$ cat config.mk
export PLATFORM = sky130hd
export DESIGN_NAME = sram_mem_stage_flat
export DESIGN_NICKNAME = d
export VERILOG_FILES = /design/src/rtl/mem_pkg.sv /design/src/rtl/sram_mem_stage_if.sv /design/src/rtl/sram_mem_stage_wait_counter.sv /design/src/rtl/sram_mem_stage.sv /design/src/flat_wrapper.sv
export SDC_FILE = /design/constraint.sdc
export NUM_CORES = 1
export LEC_CHECK = 0
export ABC_AREA = 1
export BUFFER_PORTS_ARGS = -buffer_cell sky130_fd_sc_hd__buf_2
export CELL_PAD_IN_SITES_DETAIL_PLACEMENT = 1
export CELL_PAD_IN_SITES_GLOBAL_PLACEMENT = 2
export CORE_ASPECT_RATIO = 0.9
export CORE_UTILIZATION = 30
export CTS_BUF_LIST = sky130_fd_sc_hd__clkbuf_8
export DETAILED_ROUTE_END_ITERATION = 7
export HOLD_SLACK_MARGIN = 0.12
export PLACE_DENSITY = 0.93
export SETUP_SLACK_MARGIN = 0.02
export SLEW_MARGIN = 25
export SYNTH_ARGS = -nofsm -noshare
export SYNTH_HDL_FRONTEND = slang
export SYNTH_HIERARCHICAL = 1
export SYNTH_SLANG_ARGS = --single-unit
export TNS_END_PERCENT = 1
$ cat constraint.sdc
create_clock -name clk -period 2.4 [get_ports clk]
set_input_delay 0.12 -clock clk [delete_from_list [all_inputs] [get_ports clk]]
set_output_delay 0.12 -clock clk [all_outputs]
set_load 0.005 [all_outputs]
$ cat src/rtl/mem_pkg.sv
// Shared definitions for the memory stage: FSM states, SRAM geometry and
// the default byte address of SRAM word 0.
package mem_pkg;

    typedef enum logic [1:0] {
        ST_IDLE = 2'd0,
        ST_LO   = 2'd1,
        ST_HI   = 2'd2,
        ST_DONE = 2'd3
    } state_e;

    localparam logic [31:0] MEM_BASE_DEFAULT = 32'd1024;
    localparam int unsigned SRAM_ADDR_W      = 18;
    localparam int unsigned SRAM_DATA_W      = 16;
    localparam int unsigned WORD_IDX_W       = SRAM_ADDR_W - 1;

    function automatic int unsigned cnt_width(input int unsigned wait_cycles);
        return $clog2(wait_cycles + 1);
    endfunction

endpackage

$ cat src/rtl/sram_mem_stage_if.sv
// Pipeline request/response and SRAM pin bundle of the memory stage.
// The slave modport is the stage itself; master is its environment.
interface sram_mem_stage_if;
    import mem_pkg::*;

    logic                   mem_read_in;
    logic                   mem_write_in;
    logic [31:0]            alu_res_in;
    logic [31:0]            val_rm_in;
    logic                   ready;
    logic [31:0]            mem_data_out;
    logic [SRAM_ADDR_W-1:0] sram_addr;
    logic [SRAM_DATA_W-1:0] sram_wdata;
    logic                   sram_dq_oe;
    logic [SRAM_DATA_W-1:0] sram_rdata;
    logic                   sram_ce_n;
    logic                   sram_oe_n;
    logic                   sram_we_n;
    logic                   sram_ub_n;
    logic                   sram_lb_n;

    modport slave (
        input  mem_read_in, mem_write_in, alu_res_in, val_rm_in, sram_rdata,
        output ready, mem_data_out, sram_addr, sram_wdata, sram_dq_oe,
               sram_ce_n, sram_oe_n, sram_we_n, sram_ub_n, sram_lb_n
    );

    modport master (
        output mem_read_in, mem_write_in, alu_res_in, val_rm_in, sram_rdata,
        input  ready, mem_data_out, sram_addr, sram_wdata, sram_dq_oe,
               sram_ce_n, sram_oe_n, sram_we_n, sram_ub_n, sram_lb_n
    );

endinterface

$ cat src/rtl/sram_mem_stage_wait_counter.sv
// Per-phase wait counter: counts 1..SRAM_WAIT inside a half-word phase and
// flags the final count.
module sram_wait_counter
    import mem_pkg::*;
#(
    parameter int unsigned SRAM_WAIT = 5,
    parameter int unsigned CNT_W     = cnt_width(SRAM_WAIT)
) (
    input  logic             clk,
    input  logic             rst,
    input  logic             clr,
    input  logic             en,
    output logic [CNT_W-1:0] count,
    output logic             last
);

    logic [CNT_W-1:0] count_r;
    logic [CNT_W-1:0] base_s;
    logic [CNT_W-1:0] next_s;

    // Next count; clear together with enable restarts at 1 for the phase being entered.
    always_comb begin
        base_s = count_r;
        next_s = count_r;
        if (clr) begin
            base_s = {CNT_W{1'b0}};
        end else begin
            base_s = count_r;
        end
        if (en) begin
            next_s = base_s + CNT_W'(1);
        end else begin
            next_s = base_s;
        end
    end

    // Count register.
    always_ff @(posedge clk or negedge rst) begin
        if (!rst) begin
            count_r <= {CNT_W{1'b0}};
        end else begin
            count_r <= next_s;
        end
    end

    assign count = count_r;
    assign last  = (count_r == CNT_W'(SRAM_WAIT));

endmodule

$ cat src/rtl/sram_mem_stage.sv
// Memory stage: one 32-bit load/store as two timed half-word accesses on a
// 16-bit asynchronous SRAM, freezing the pipeline while the access runs.
module sram_mem_stage
    import mem_pkg::*;
#(
    parameter int unsigned SRAM_WAIT = 5,
    parameter logic [31:0] MEM_BASE  = MEM_BASE_DEFAULT
) (
    input  logic            clk,
    input  logic            rst,
    sram_mem_stage_if.slave bus
);

    localparam int unsigned CNT_W = cnt_width(SRAM_WAIT);

    state_e                 state_r;
    state_e                 next_state_s;
    logic                   req_s;
    logic                   accept_s;
    logic                   phase_s;
    logic                   clr_s;
    logic                   en_s;
    logic [CNT_W-1:0]       cnt_s;
    logic                   last_s;
    logic [WORD_IDX_W-1:0]  word_idx_s;
    logic                   is_write_r;
    logic [SRAM_ADDR_W-1:0] addr_r;
    logic [SRAM_DATA_W-1:0] wdata_r;
    logic [SRAM_DATA_W-1:0] wdata_hi_r;
    logic [SRAM_DATA_W-1:0] load_lo_r;
    logic [31:0]            data_r;

    assign req_s      = bus.mem_read_in | bus.mem_write_in;
    assign accept_s   = (state_r == ST_IDLE) & req_s;
    assign phase_s    = (state_r == ST_LO) | (state_r == ST_HI);
    // No range check: out-of-window addresses simply wrap in the 17-bit word index.
    assign word_idx_s = WORD_IDX_W'((bus.alu_res_in - MEM_BASE) >> 2);

    // Phase sequencing.
    always_comb begin
        next_state_s = state_r;
        case (state_r)
            ST_IDLE: begin
                if (req_s) next_state_s = ST_LO;
                else       next_state_s = ST_IDLE;
            end
            ST_LO: begin
                if (last_s) next_state_s = ST_HI;
                else        next_state_s = ST_LO;
            end
            ST_HI: begin
                if (last_s) next_state_s = ST_DONE;
                else        next_state_s = ST_HI;
            end
            ST_DONE: next_state_s = ST_IDLE;
            default: next_state_s = ST_IDLE;
        endcase
    end

    assign clr_s = (next_state_s != state_r);
    assign en_s  = (next_state_s == ST_LO) | (next_state_s == ST_HI);

    sram_wait_counter #(
        .SRAM_WAIT (SRAM_WAIT)
    ) u_wait (
        .clk   (clk),
        .rst   (rst),
        .clr   (clr_s),
        .en    (en_s),
        .count (cnt_s),
        .last  (last_s)
    );

    // State register.
    always_ff @(posedge clk or negedge rst) begin
        if (!rst) begin
            state_r <= ST_IDLE;
        end else begin
            state_r <= next_state_s;
        end
    end

    // Request latch, half-word switch-over and load data capture.
    always_ff @(posedge clk or negedge rst) begin
        if (!rst) begin
            is_write_r <= 1'b0;
            addr_r     <= {SRAM_ADDR_W{1'b0}};
            wdata_r    <= {SRAM_DATA_W{1'b0}};
            wdata_hi_r <= {SRAM_DATA_W{1'b0}};
            load_lo_r  <= {SRAM_DATA_W{1'b0}};
            data_r     <= 32'h0000_0000;
        end else begin
            if (accept_s) begin
                is_write_r <= bus.mem_write_in;
                addr_r     <= {word_idx_s, 1'b0};
                wdata_r    <= bus.val_rm_in[15:0];
                wdata_hi_r <= bus.val_rm_in[31:16];
            end else if ((state_r == ST_LO) && last_s) begin
                addr_r[0] <= 1'b1;
                wdata_r   <= wdata_hi_r;
                if (!is_write_r) begin
                    load_lo_r <= bus.sram_rdata;
                end
            end else if ((state_r == ST_HI) && last_s && !is_write_r) begin
                data_r <= {bus.sram_rdata, load_lo_r};
            end
        end
    end

    // WE rises on the final count so write data stays driven past the WE edge.
    assign bus.sram_ce_n    = ~phase_s;
    assign bus.sram_ub_n    = ~phase_s;
    assign bus.sram_lb_n    = ~phase_s;
    assign bus.sram_oe_n    = ~(phase_s & ~is_write_r);
    assign bus.sram_we_n    = ~(phase_s & is_write_r & (cnt_s < CNT_W'(SRAM_WAIT)));
    assign bus.sram_dq_oe   = phase_s & is_write_r;
    assign bus.sram_addr    = addr_r;
    assign bus.sram_wdata   = wdata_r;
    assign bus.mem_data_out = data_r;
    assign bus.ready        = ~rst | (state_r == ST_DONE) | ((state_r == ST_IDLE) & ~req_s);

endmodule

$ cat src/flat_wrapper.sv
// flat-port wrapper written by rule: the top's interface ports become plain ports
module sram_mem_stage_flat import mem_pkg::*;
#(
    parameter int unsigned SRAM_WAIT = 5,
    parameter logic [31:0] MEM_BASE  = MEM_BASE_DEFAULT
)
  (clk, rst, bus_mem_read_in, bus_mem_write_in, bus_alu_res_in, bus_val_rm_in, bus_sram_rdata, bus_ready, bus_mem_data_out, bus_sram_addr, bus_sram_wdata, bus_sram_dq_oe, bus_sram_ce_n, bus_sram_oe_n, bus_sram_we_n, bus_sram_ub_n, bus_sram_lb_n);
  sram_mem_stage_if bus_i ();
  input  logic clk;
  input  logic rst;
  input wire logic [$bits(bus_i.mem_read_in)-1:0] bus_mem_read_in;
  input wire logic [$bits(bus_i.mem_write_in)-1:0] bus_mem_write_in;
  input wire logic [$bits(bus_i.alu_res_in)-1:0] bus_alu_res_in;
  input wire logic [$bits(bus_i.val_rm_in)-1:0] bus_val_rm_in;
  input wire logic [$bits(bus_i.sram_rdata)-1:0] bus_sram_rdata;
  output wire logic [$bits(bus_i.ready)-1:0] bus_ready;
  output wire logic [$bits(bus_i.mem_data_out)-1:0] bus_mem_data_out;
  output wire logic [$bits(bus_i.sram_addr)-1:0] bus_sram_addr;
  output wire logic [$bits(bus_i.sram_wdata)-1:0] bus_sram_wdata;
  output wire logic [$bits(bus_i.sram_dq_oe)-1:0] bus_sram_dq_oe;
  output wire logic [$bits(bus_i.sram_ce_n)-1:0] bus_sram_ce_n;
  output wire logic [$bits(bus_i.sram_oe_n)-1:0] bus_sram_oe_n;
  output wire logic [$bits(bus_i.sram_we_n)-1:0] bus_sram_we_n;
  output wire logic [$bits(bus_i.sram_ub_n)-1:0] bus_sram_ub_n;
  output wire logic [$bits(bus_i.sram_lb_n)-1:0] bus_sram_lb_n;
  assign bus_i.mem_read_in = bus_mem_read_in;
  assign bus_i.mem_write_in = bus_mem_write_in;
  assign bus_i.alu_res_in = bus_alu_res_in;
  assign bus_i.val_rm_in = bus_val_rm_in;
  assign bus_i.sram_rdata = bus_sram_rdata;
  assign bus_ready = bus_i.ready;
  assign bus_mem_data_out = bus_i.mem_data_out;
  assign bus_sram_addr = bus_i.sram_addr;
  assign bus_sram_wdata = bus_i.sram_wdata;
  assign bus_sram_dq_oe = bus_i.sram_dq_oe;
  assign bus_sram_ce_n = bus_i.sram_ce_n;
  assign bus_sram_oe_n = bus_i.sram_oe_n;
  assign bus_sram_we_n = bus_i.sram_we_n;
  assign bus_sram_ub_n = bus_i.sram_ub_n;
  assign bus_sram_lb_n = bus_i.sram_lb_n;
  sram_mem_stage #(.SRAM_WAIT(SRAM_WAIT), .MEM_BASE(MEM_BASE)) u_core (.clk(clk), .rst(rst), .bus(bus_i));
endmodule
==> flow_summary.yaml, run 1 <==
die:
  rows: 42
  initial_utilization_pct: 31.2
  die_area_um2: 16100
  core_area_um2: 15000
  boundaryPins: 157
  die_h_um: 120
  die_x_um: 134
placement:
  port_buffers: 141
  dp_hpwl_mm: 9.24
  gp_congestion: 0.785
  placed_area_um2: 5530
  post-place-cells: 860
layout:
  n_antenna_cell: 0
  design_area_um2: 6370
  drive_gt1_share_pct: 26.2
  syn_to_final_growth_pct: 36.2
  stdcell_count: 941
  nets: 829
clock_tree:
  cts_tree: "done"
  clock_latency_ns: 0.38
  cts_sinks: 104
  cts_htree_levels: 3
  cts_made_buffers: 9
  clkTransAtPathRegs_ns: 0.10
  root_buffer: "clkbuf_8"
  cts_buffer_depth: 2
yosys:
  postSynthAreaPerCell_um2: 8.69
  ys_warn_count: 6
  ys_types: 29
  synth_top_area_share_pct: 55.7
  yosysTopAreaCell: "dfrtp_1"
  syn-num-nets: 629
  yosysSeqAreaShare_pct: 55.7
  syn_inst: 538
  yosys_register_bits: 104
  yosys-top-cells-area: "dfrtp_1, nand2_1, inv_1"
  synthesis.area_um2: 4680
status:
  status: "finished clean"
timing:
  post-route-min-period_ns: 2.07
  fin_skew_ns: 0.0133
  slew_headroom_pct: 64.2
  final-setup-viol-count: 0
  report.final.hold_viol_count: 0
  slew_viol_final: 0
  max_freq_ghz: 0.483
  rsz0062_at_grt: "no"
  period_share_pct: 86.3
  setup_tns_ns: 0
  tightest_slew_ns: 0.538
global_routing:
  grt_pass1_vias: 4716
  grt_use_met2_pct: 33.5
  grt_busiest_layer: "met2"
  antenna_found_initial: 0
  grt_start_max_net_pins: 69
  grtUsageMet1_pct: 20.3
  grt-ovfl-total: 0
  track_usage_pct: 18.1
  grt_util_met3_pct: 3.94
  grt_pass1_wl_mm: 22.8
drt:
  wl_mm: 13.9
  drc: 0
  viasPerCell: 4.50
  first_iter_violations: 169
  vias: 4235
  avgRoutedWirePerCell_um: 14.8
  final_antenna_net_count: 0
  drt_pass1_iterations: 4
power:
  peakVddDrop_mv: 0.503
  leakagePower_nw: 3.43
  p_comb_share_pct: 39.8
  cellPowerDensity_nw_per_um2: 985
  p_sw_share_pct: 39.7
  report.power.total_mw: 6.28
  sequentialPowerShare_pct: 44.0
  pwr-share-clk_pct: 16.2
  p_int_mw: 3.79
  switchingPower_mw: 2.49
critical_path:
  required_ns: 2.68
  path_max_fanout: 5
  end_kind: "flip-flop"
  criticalPathCategory: "flip-flop to flip-flop"
  worst_ep_arrival_time_ns: 2.35
  cp-start-kind: "flip-flop"
hold_path:
  hp-class: "primary input to flip-flop"
job:
  drv_cap: 0
==> state kept, by name, summed over array words and instances (netlist names) <==
name                     flops
u_core/bus.mem_data_out     32
u_core/bus.sram_addr        18
u_core/bus.sram_wdata       16
u_core/load_lo_r            16
u_core/wdata_hi_r           16
u_core/u_wait/count          3
u_core/state_r               2
u_core/is_write_r            1
==> path summary, 6_finish.rpt <==
check / from / slack [ns] / endpoint / cells past startpoint
setup / recovery: u_core/state_r[1] / 0.33 / u_core/u_wait/count[2] / 14
hold / removal: bus_alu_res_in[16] / 0.16 / u_core/bus.sram_addr[15] / 6
setup reg to reg: u_core/state_r[1] / 0.33 / u_core/u_wait/count[2] / 14
hold reg to reg: u_core/bus.sram_addr[6] / 0.48 / u_core/bus.sram_addr[6] / 2
max in group asynchronous: rst / 1.33 / u_core/load_lo_r[10] / 3
min in group asynchronous: rst / 0.30 / u_core/wdata_hi_r[11] / 2
==> worst max-delay path, stage by stage, from the launching register on <==
cell and delay (ns):
dfrtp_1 0.41, inv_1 0.12, ha_1 0.21, nand2_1 0.18, nand2_1 0.10, o21ai_0 0.15, nand3b_1 0.17, inv_2 0.08
nand2_1 0.09, inv_1 0.05, ha_1 0.19, nand2_2 0.08, clkinv_1 0.05, nand2_1 0.05, nand2_1 0.05
==> logic make-up after synthesis <==
kind of cell	synth area share [%]
AOI/OAI and AO/OA	9.98
buffers and inverters	8.62
xor gates and xnor gates	0.187
and+or+nand+nor	23.7
DFF	55.7
adders and majority gates	1.87
==> metal layers <==
layer / vias up / wire length, um
met2: 85 / 7370
li1: 2073 / -
met5: - / 0
met1: 2056 / 5770
met3: 21 / 405
met4: 0 / 340
==> per-stage QoR <==
stage               setup slack (ns)  utilization (%)  hold WS (ns)
floorplan                      0.478                -        -0.176
global placement               0.469             37.0         0.138
detailed placement             0.353             37.0         0.146
CTS                            0.336             42.5         0.138
global route                  0.0822             42.5         0.171
finish                         0.329             42.5         0.163
==> cell usage after synthesis, drive strengths merged <==
cell type / instances
nand2: 199
dfrtp: 104
inv: 59
o21ai: 54
nor2: 32
nand3: 30
buf: 21
a21oi: 18
ha: 7
clkbuf: 3
a31oi: 2
o211ai: 2
or2: 2
clkinv: 1
nand3b: 1
o21a: 1
o21bai: 1
xnor2: 1
==> cells in the final DEF (no fill, tap or decap), types with 2 or more instances in the layout <==
cell and instances:
a21oi_1 18, dfrtp_1 104, inv_1 54, nor2_1 31, nand2_4 3, nand3_1 29
dlygate4sd3_1 65, buf_12 2, clkinv_4 3, clkbuf_8 9, buf_2 140, o211ai_1 2
clkinv_2 2, ha_1 7, o21ai_0 22, o21ai_1 15, inv_2 4, buf_4 6
a31oi_1 2, o21ai_2 17, or2_2 2, nand2_1 194
==> power groups by stage <==
stage	Sequential, mW	Clock, mW	Combinational, mW
6_report	2.76	1.02	2.50
5_1_grt	2.85	1.14	2.84
3_5_place_dp	2.79	0	2.43
4_1_cts	2.76	1.08	2.52
2_1_floorplan	2.77	0	1.48
3_3_place_gp	2.75	0	2.29
==> cell type report <==
type | instances | area (um2)
clock buffers | 9 | 124
clock inverters | 7 | 60.1
fillers | 1824 | 8610
inverters | 60 | 228
multi-input cells | 350 | 1670
flip-flops and latches | 104 | 2600
well taps | 198 | 248
repair buffers | 213 | 1440
==> what timing repair did <==
item                      4_1_cts  5_1_grt
gates resized for setup         0        0
hold endpoints to repair      116        0
hold buffers                   65        0
setup buffers                   0        0
Note: power is estimated with default switching activity, not from simulation.
==> run 2: changes to the inputs <==
--- a/config.mk
+++ b/config.mk
@@ -10,11 +10,11 @@
 export CELL_PAD_IN_SITES_DETAIL_PLACEMENT = 1
 export CELL_PAD_IN_SITES_GLOBAL_PLACEMENT = 2
 export CORE_ASPECT_RATIO = 0.9
-export CORE_UTILIZATION = 30
+export CORE_UTILIZATION = 27
 export CTS_BUF_LIST = sky130_fd_sc_hd__clkbuf_8
 export DETAILED_ROUTE_END_ITERATION = 7
 export HOLD_SLACK_MARGIN = 0.12
-export PLACE_DENSITY = 0.93
+export PLACE_DENSITY = 0.89
 export SETUP_SLACK_MARGIN = 0.02
 export SLEW_MARGIN = 25
 export SYNTH_ARGS = -nofsm -noshare
==> constraint.sdc (replaced) <==
create_clock -name clk -period 1.8 [get_ports clk]
set_input_delay 0.09 -clock clk [delete_from_list [all_inputs] [get_ports clk]]
set_output_delay 0.09 -clock clk [all_outputs]
set_load 0.005 [all_outputs]
==> run 2 against run 1 <==
  * The run now ends with setup timing left
  * Critical path depth up 1
  * Cell count up 3.2%
  * Non-clock buffer count up 17
  * Power up 43%
  * Via count up 0.19%
  * Largest power group is now combinational logic
==> flow_summary.yaml, run 2 (same netlist as run 1, synthesis figures left out) <==
timing:
  period_share_pct: 101
  final-setup-viol-count: 2
  rsz0062_at_grt: "yes"
  tightest_slew_ns: 0.575
  hold_slack_ns: 0.258
  report.final.hold_viol_count: 0
  slew_headroom_pct: 61.7
  slew_viol_final: 0
  setup_ws_ns: -0.0256
  max_freq_ghz: 0.548
  post-route-min-period_ns: 1.83
  fin_skew_ns: 0.0129
global_routing:
  track_usage_pct: 16.6
  grt_pass1_vias: 4512
  grt-ovfl-total: 0
  grt_pass1_wl_mm: 23.1
  antenna_found_initial: 0
  grt_start_max_net_pins: 105
layout:
  final_util_pct: 39.4
  fillers: 2033
  nets: 846
  largest_reg_flops: 32
  drive_gt1_share_pct: 30.1
  final_cell_mix: "nand2_1, buf_2, dfrtp_1, dlygate4sd3_1, inv_1"
  n_antenna_cell: 0
  syn_to_final_growth_pct: 42.4
  layout_commonest_cell: "nand2_1"
power:
  cellPowerDensity_nw_per_um2: 1340
  leakagePower_nw: 3.54
  report.power.total_mw: 8.95
  peakVddDrop_mv: 0.593
critical_path:
  path_max_fanout: 4
  required_ns: 2.08
  worst_ep_arrival_time_ns: 2.10
  reg2reg_slack_ns: -0.03
  end_kind: "flip-flop"
  cp-start-kind: "flip-flop"
  criticalPathCategory: "flip-flop to flip-flop"
placement:
  gp_congestion: 0.785
  port_buffers: 141
  dp_hpwl_mm: 9.01
clock_tree:
  clkTransAtPathRegs_ns: 0.10
  cts_sinks: 104
  cts_tree: "done"
  cts_buffer_depth: 2
  root_buffer: "clkbuf_8"
  cts_htree_levels: 3
  cts_made_buffers: 9
  clock_latency_ns: 0.38
die:
  core_area_um2: 16900
  boundaryPins: 157
  die_h_um: 127
  rows: 45
  die_x_um: 141
  die_area_um2: 17800
  initial_utilization_pct: 27.7
status:
  violations: "setup timing"
  status: "complete, but fails checks"
drt:
  final_antenna_net_count: 0
  avgRoutedWirePerCell_um: 14.5
  drt_pass1_iterations: 4
  wl_mm: 14.1
  drc: 0
  viasPerCell: 4.37
  first_iter_violations: 128
  vias: 4243
job:
  drv_cap: 0
hold_path:
  hp-class: "primary input to flip-flop"
[run 2: worst max-delay path: stages (launching register included)]
cell	delay [ns]
dfrtp_1	0.42
inv_2	0.11
ha_4	0.16
inv_2	0.03
o21a_1	0.18
nand2_2	0.08
nand2_1	0.06
nand3b_1	0.14
inv_2	0.07
nand2_2	0.08
inv_2	0.05
ha_4	0.15
nand2_4	0.07
inv_2	0.03
nand2_2	0.05
nand2_1	0.04
[run 2: report_power, final]
group          internal [mW]  switching [mW]
Combinational           1.73            2.21
Sequential              3.19           0.441
Clock                  0.512           0.864
[run 2: through the flow]
stage	setup TNS (ns)	cells	worst slack (ns)	instance area, um2
finish	-0.0269	971	-0.0256	6660
global route	-0.376	971	-0.131	6660
CTS	-0.00135	970	-0.00135	6570
detailed placement	-0.0252	883	-0.0252	5690
global placement	0	883	0.0562	5690
floorplan	0	538	0.0206	4710
[run 2: path summary, 6_finish.rpt]
path                       cells after the start                       to                  from
min                                            6  u_core/bus.sram_addr[0]       bus_mem_read_in
max in group asynchronous                      3        u_core/state_r[0]                   rst
max reg2reg                                   15   u_core/u_wait/count[2]     u_core/state_r[1]
min in group asynchronous                      3      u_core/load_lo_r[5]                   rst
max                                           15   u_core/u_wait/count[2]     u_core/state_r[1]
min reg2reg                                    2     u_core/load_lo_r[11]  u_core/load_lo_r[11]
[run 2: layout make-up]
cell class | count | area [um2] | area share [%]
flip-flops and latches | 104 | 2600 | 39.1
multi-input cells | 350 | 1760 | 26.5
repair buffers | 230 | 1620 | 24.3
well taps | 211 | 264 | 3.96
inverters | 60 | 233 | 3.49
clock buffers | 9 | 124 | 1.86
clock inverters | 7 | 56.3 | 0.845
[run 2: timing repair]
item                                    4_1_cts  5_1_grt
buffers inserted                              4        2
gates resized for setup                       1       21
endpoints found under the setup margin        5       26
hold buffers                                 67        0
hold endpoints to repair                    186        0
pin swaps                                     4        9
[run 2: routing by layer]
metal	vias up	global-route usage [%]	wire, um
li1	2093	-	-
met1	2048	19.9	6130
met2	78	29.3	7240
met3	24	2.98	345
met4	0	6.84	353
met5	-	0	0
==> run 3: changes to the inputs <==
==> constraint.sdc (replaced) <==
create_clock -name clk -period 1.8 [get_ports clk]
set_input_delay 0.36 -clock clk [delete_from_list [all_inputs] [get_ports clk]]
set_output_delay 0.36 -clock clk [all_outputs]
set_load 0.005 [all_outputs]
==> run 3 against run 2 <==
  * The flow still finishes with violations (setup timing)
  * Clock power up 20%
  * Die area unchanged
  * Critical path depth down 9
  * Worst setup slack worse by 0.097 ns
  * Via count down 7.6%
  * Core utilization down 3.8 points
  * Combinational power down 4%
  * Clock skew down 0.0051 ns
  * Global-route usage down 1.7 points
  * Largest cell class unchanged
  * Largest power group unchanged
==> flow_summary.yaml, run 3 (same netlist as run 1, synthesis figures left out) <==
clock_tree:
  cts_htree_levels: 3
  cts_made_buffers: 9
  cts_buffer_depth: 2
  cts_tree: "done"
  clkTransAtPathRegs_ns: 0.10
  clock_latency_ns: 0.38
  root_buffer: "clkbuf_8"
  hold_buffers: 0
  cts_sinks: 104
power:
  report.power.total_mw: 9.06
  pwr-share-clk_pct: 18.2
  sequentialPowerShare_pct: 40.1
  leakagePower_nw: 3.29
  switchingPower_mw: 3.37
  p_sw_share_pct: 37.1
  p_comb_share_pct: 41.7
  p_int_mw: 5.70
  cellPowerDensity_nw_per_um2: 1510
  peakVddDrop_mv: 0.801
timing:
  fin_skew_ns: 0.00774
  period_share_pct: 107
  slew_headroom_pct: 61.7
  setup_ws_ns: -0.123
  rsz0062_at_grt: "yes"
  report.final.hold_viol_count: 0
  post-route-min-period_ns: 1.92
  max_freq_ghz: 0.520
  final-setup-viol-count: 8
  slew_viol_final: 0
  tightest_slew_ns: 0.575
layout:
  stdcell_count: 905
  drive_gt1_share_pct: 32.7
  syn_to_final_growth_pct: 28.7
  layout_commonest_cell: "nand2_1"
  largest_reg_flops: 32
  final_cell_mix: "nand2_1, buf_2, dfrtp_1, inv_1, nor2_1"
  nets: 780
  n_antenna_cell: 0
die:
  boundaryPins: 157
  die_h_um: 127
  rows: 45
  initial_utilization_pct: 27.7
  die_area_um2: 17800
  die_x_um: 141
  core_area_um2: 16900
critical_path:
  worst_ep_arrival_time_ns: 1.56
  slowest_delay_ns: 0.40
  criticalPathCategory: "flip-flop to primary output"
  path_max_fanout: 2
  required_ns: 1.44
  path_cells: "inv_2 > buf_6 > ha_4 > inv_2 > or2_4 > buf_6"
  cp-start-kind: "flip-flop"
  worst_path_max_delay_cell: "dfrtp_2"
  end_kind: "primary output"
hold_path:
  hp-class: "primary input to async pin"
drt:
  final_antenna_net_count: 0
  vias: 3920
  drc: 0
  drt_pass1_iterations: 4
  avgRoutedWirePerCell_um: 13.9
  wl_mm: 12.5
  viasPerCell: 4.33
  first_iter_violations: 103
status:
  status: "complete, but fails checks"
  violations: "setup timing"
global_routing:
  antenna_found_initial: 0
  grt_pass1_wl_mm: 21.0
  grt_pass1_vias: 4075
  grt_start_max_net_pins: 105
  grt-ovfl-total: 0
  track_usage_pct: 14.9
placement:
  port_buffers: 141
  post-place-cells: 883
  dp_hpwl_mm: 8.77
  gp_congestion: 0.748
job:
  drv_cap: 0
run 3: final timing paths:
kind | cells after the start | startpoint | slack (ns) | end
min in group clk | 3 | bus_alu_res_in[4] | 0.17 | u_core/bus.sram_addr[3]
hold / removal | 2 | rst | 0.11 | u_core/bus.mem_data_out[5]
hold reg to reg | 2 | u_core/load_lo_r[7] | 0.48 | u_core/load_lo_r[7]
max in group asynchronous | 2 | rst | 1.26 | u_core/state_r[0]
setup / recovery | 6 | u_core/state_r[0] | -0.12 | bus_sram_oe_n
setup reg to reg | 14 | u_core/state_r[0] | -0.06 | u_core/u_wait/count[1]
run 3: routing by layer:
metal  vias to the layer above  GRT usage (%)  routed length (um)
li1                       1975              -                   -
met1                      1860           19.3                5870
met2                        69           24.9                6050
met3                        16           3.44                 429
met4                         0           4.28                 201
met5                         -              0                   0
run 3: layout make-up:
cell class / count / area (um2)
clock buffers: 10 / 138
inverters: 60 / 230
multi-input cells: 350 / 1750
clock inverters: 6 / 83.8
repair buffers: 164 / 948
flip-flops and latches: 104 / 2600
fillers: 2058 / 10900
well taps: 211 / 264
run 3: repair_timing:
action                     4_1_cts  5_1_grt
cloned                           0        0
pin swaps                        4        7
resized for setup               14        7
buffers inserted                 6        0
setup endpoints to repair       16       10
run 3: worst max-delay path: cells and delay by family, from the launching register on:
family | cells | cell delay [ns]
and+or+nand+nor | 1 | 0.22
DFF | 1 | 0.40
buffers and inverters | 4 | 0.30
adders and majority gates | 1 | 0.26
run 3: metrics by stage:
stage / setup slack [ns] / cell area [um2] / utilization, % / TNS (ns) / hold WS [ns]
CTS: -0.131 / 6000 / 35.5 / -0.482 / 0.121
detailed placement: -0.00636 / 5680 / 33.6 / -0.00636 / 0.460
global placement: 0.0161 / 5680 / 33.6 / 0 / 0.454
finish: -0.123 / 6020 / 35.6 / -0.425 / 0.110
floorplan: 0.0206 / 4710 / - / 0 / 0.0644
global route: -0.211 / 6020 / 35.6 / -1.50 / 0.137
run 3: power groups by stage:
stage                     clock network (mW)  registers (mW)  logic [mW]
after CTS                               1.73            3.64        3.83
after detailed placement                   0            3.69        3.53
after floorplan                            0            3.70        2.01
after global routing                    1.81            3.74        4.32
final                                   1.65            3.63        3.78
after global placement                     0            3.66        3.44
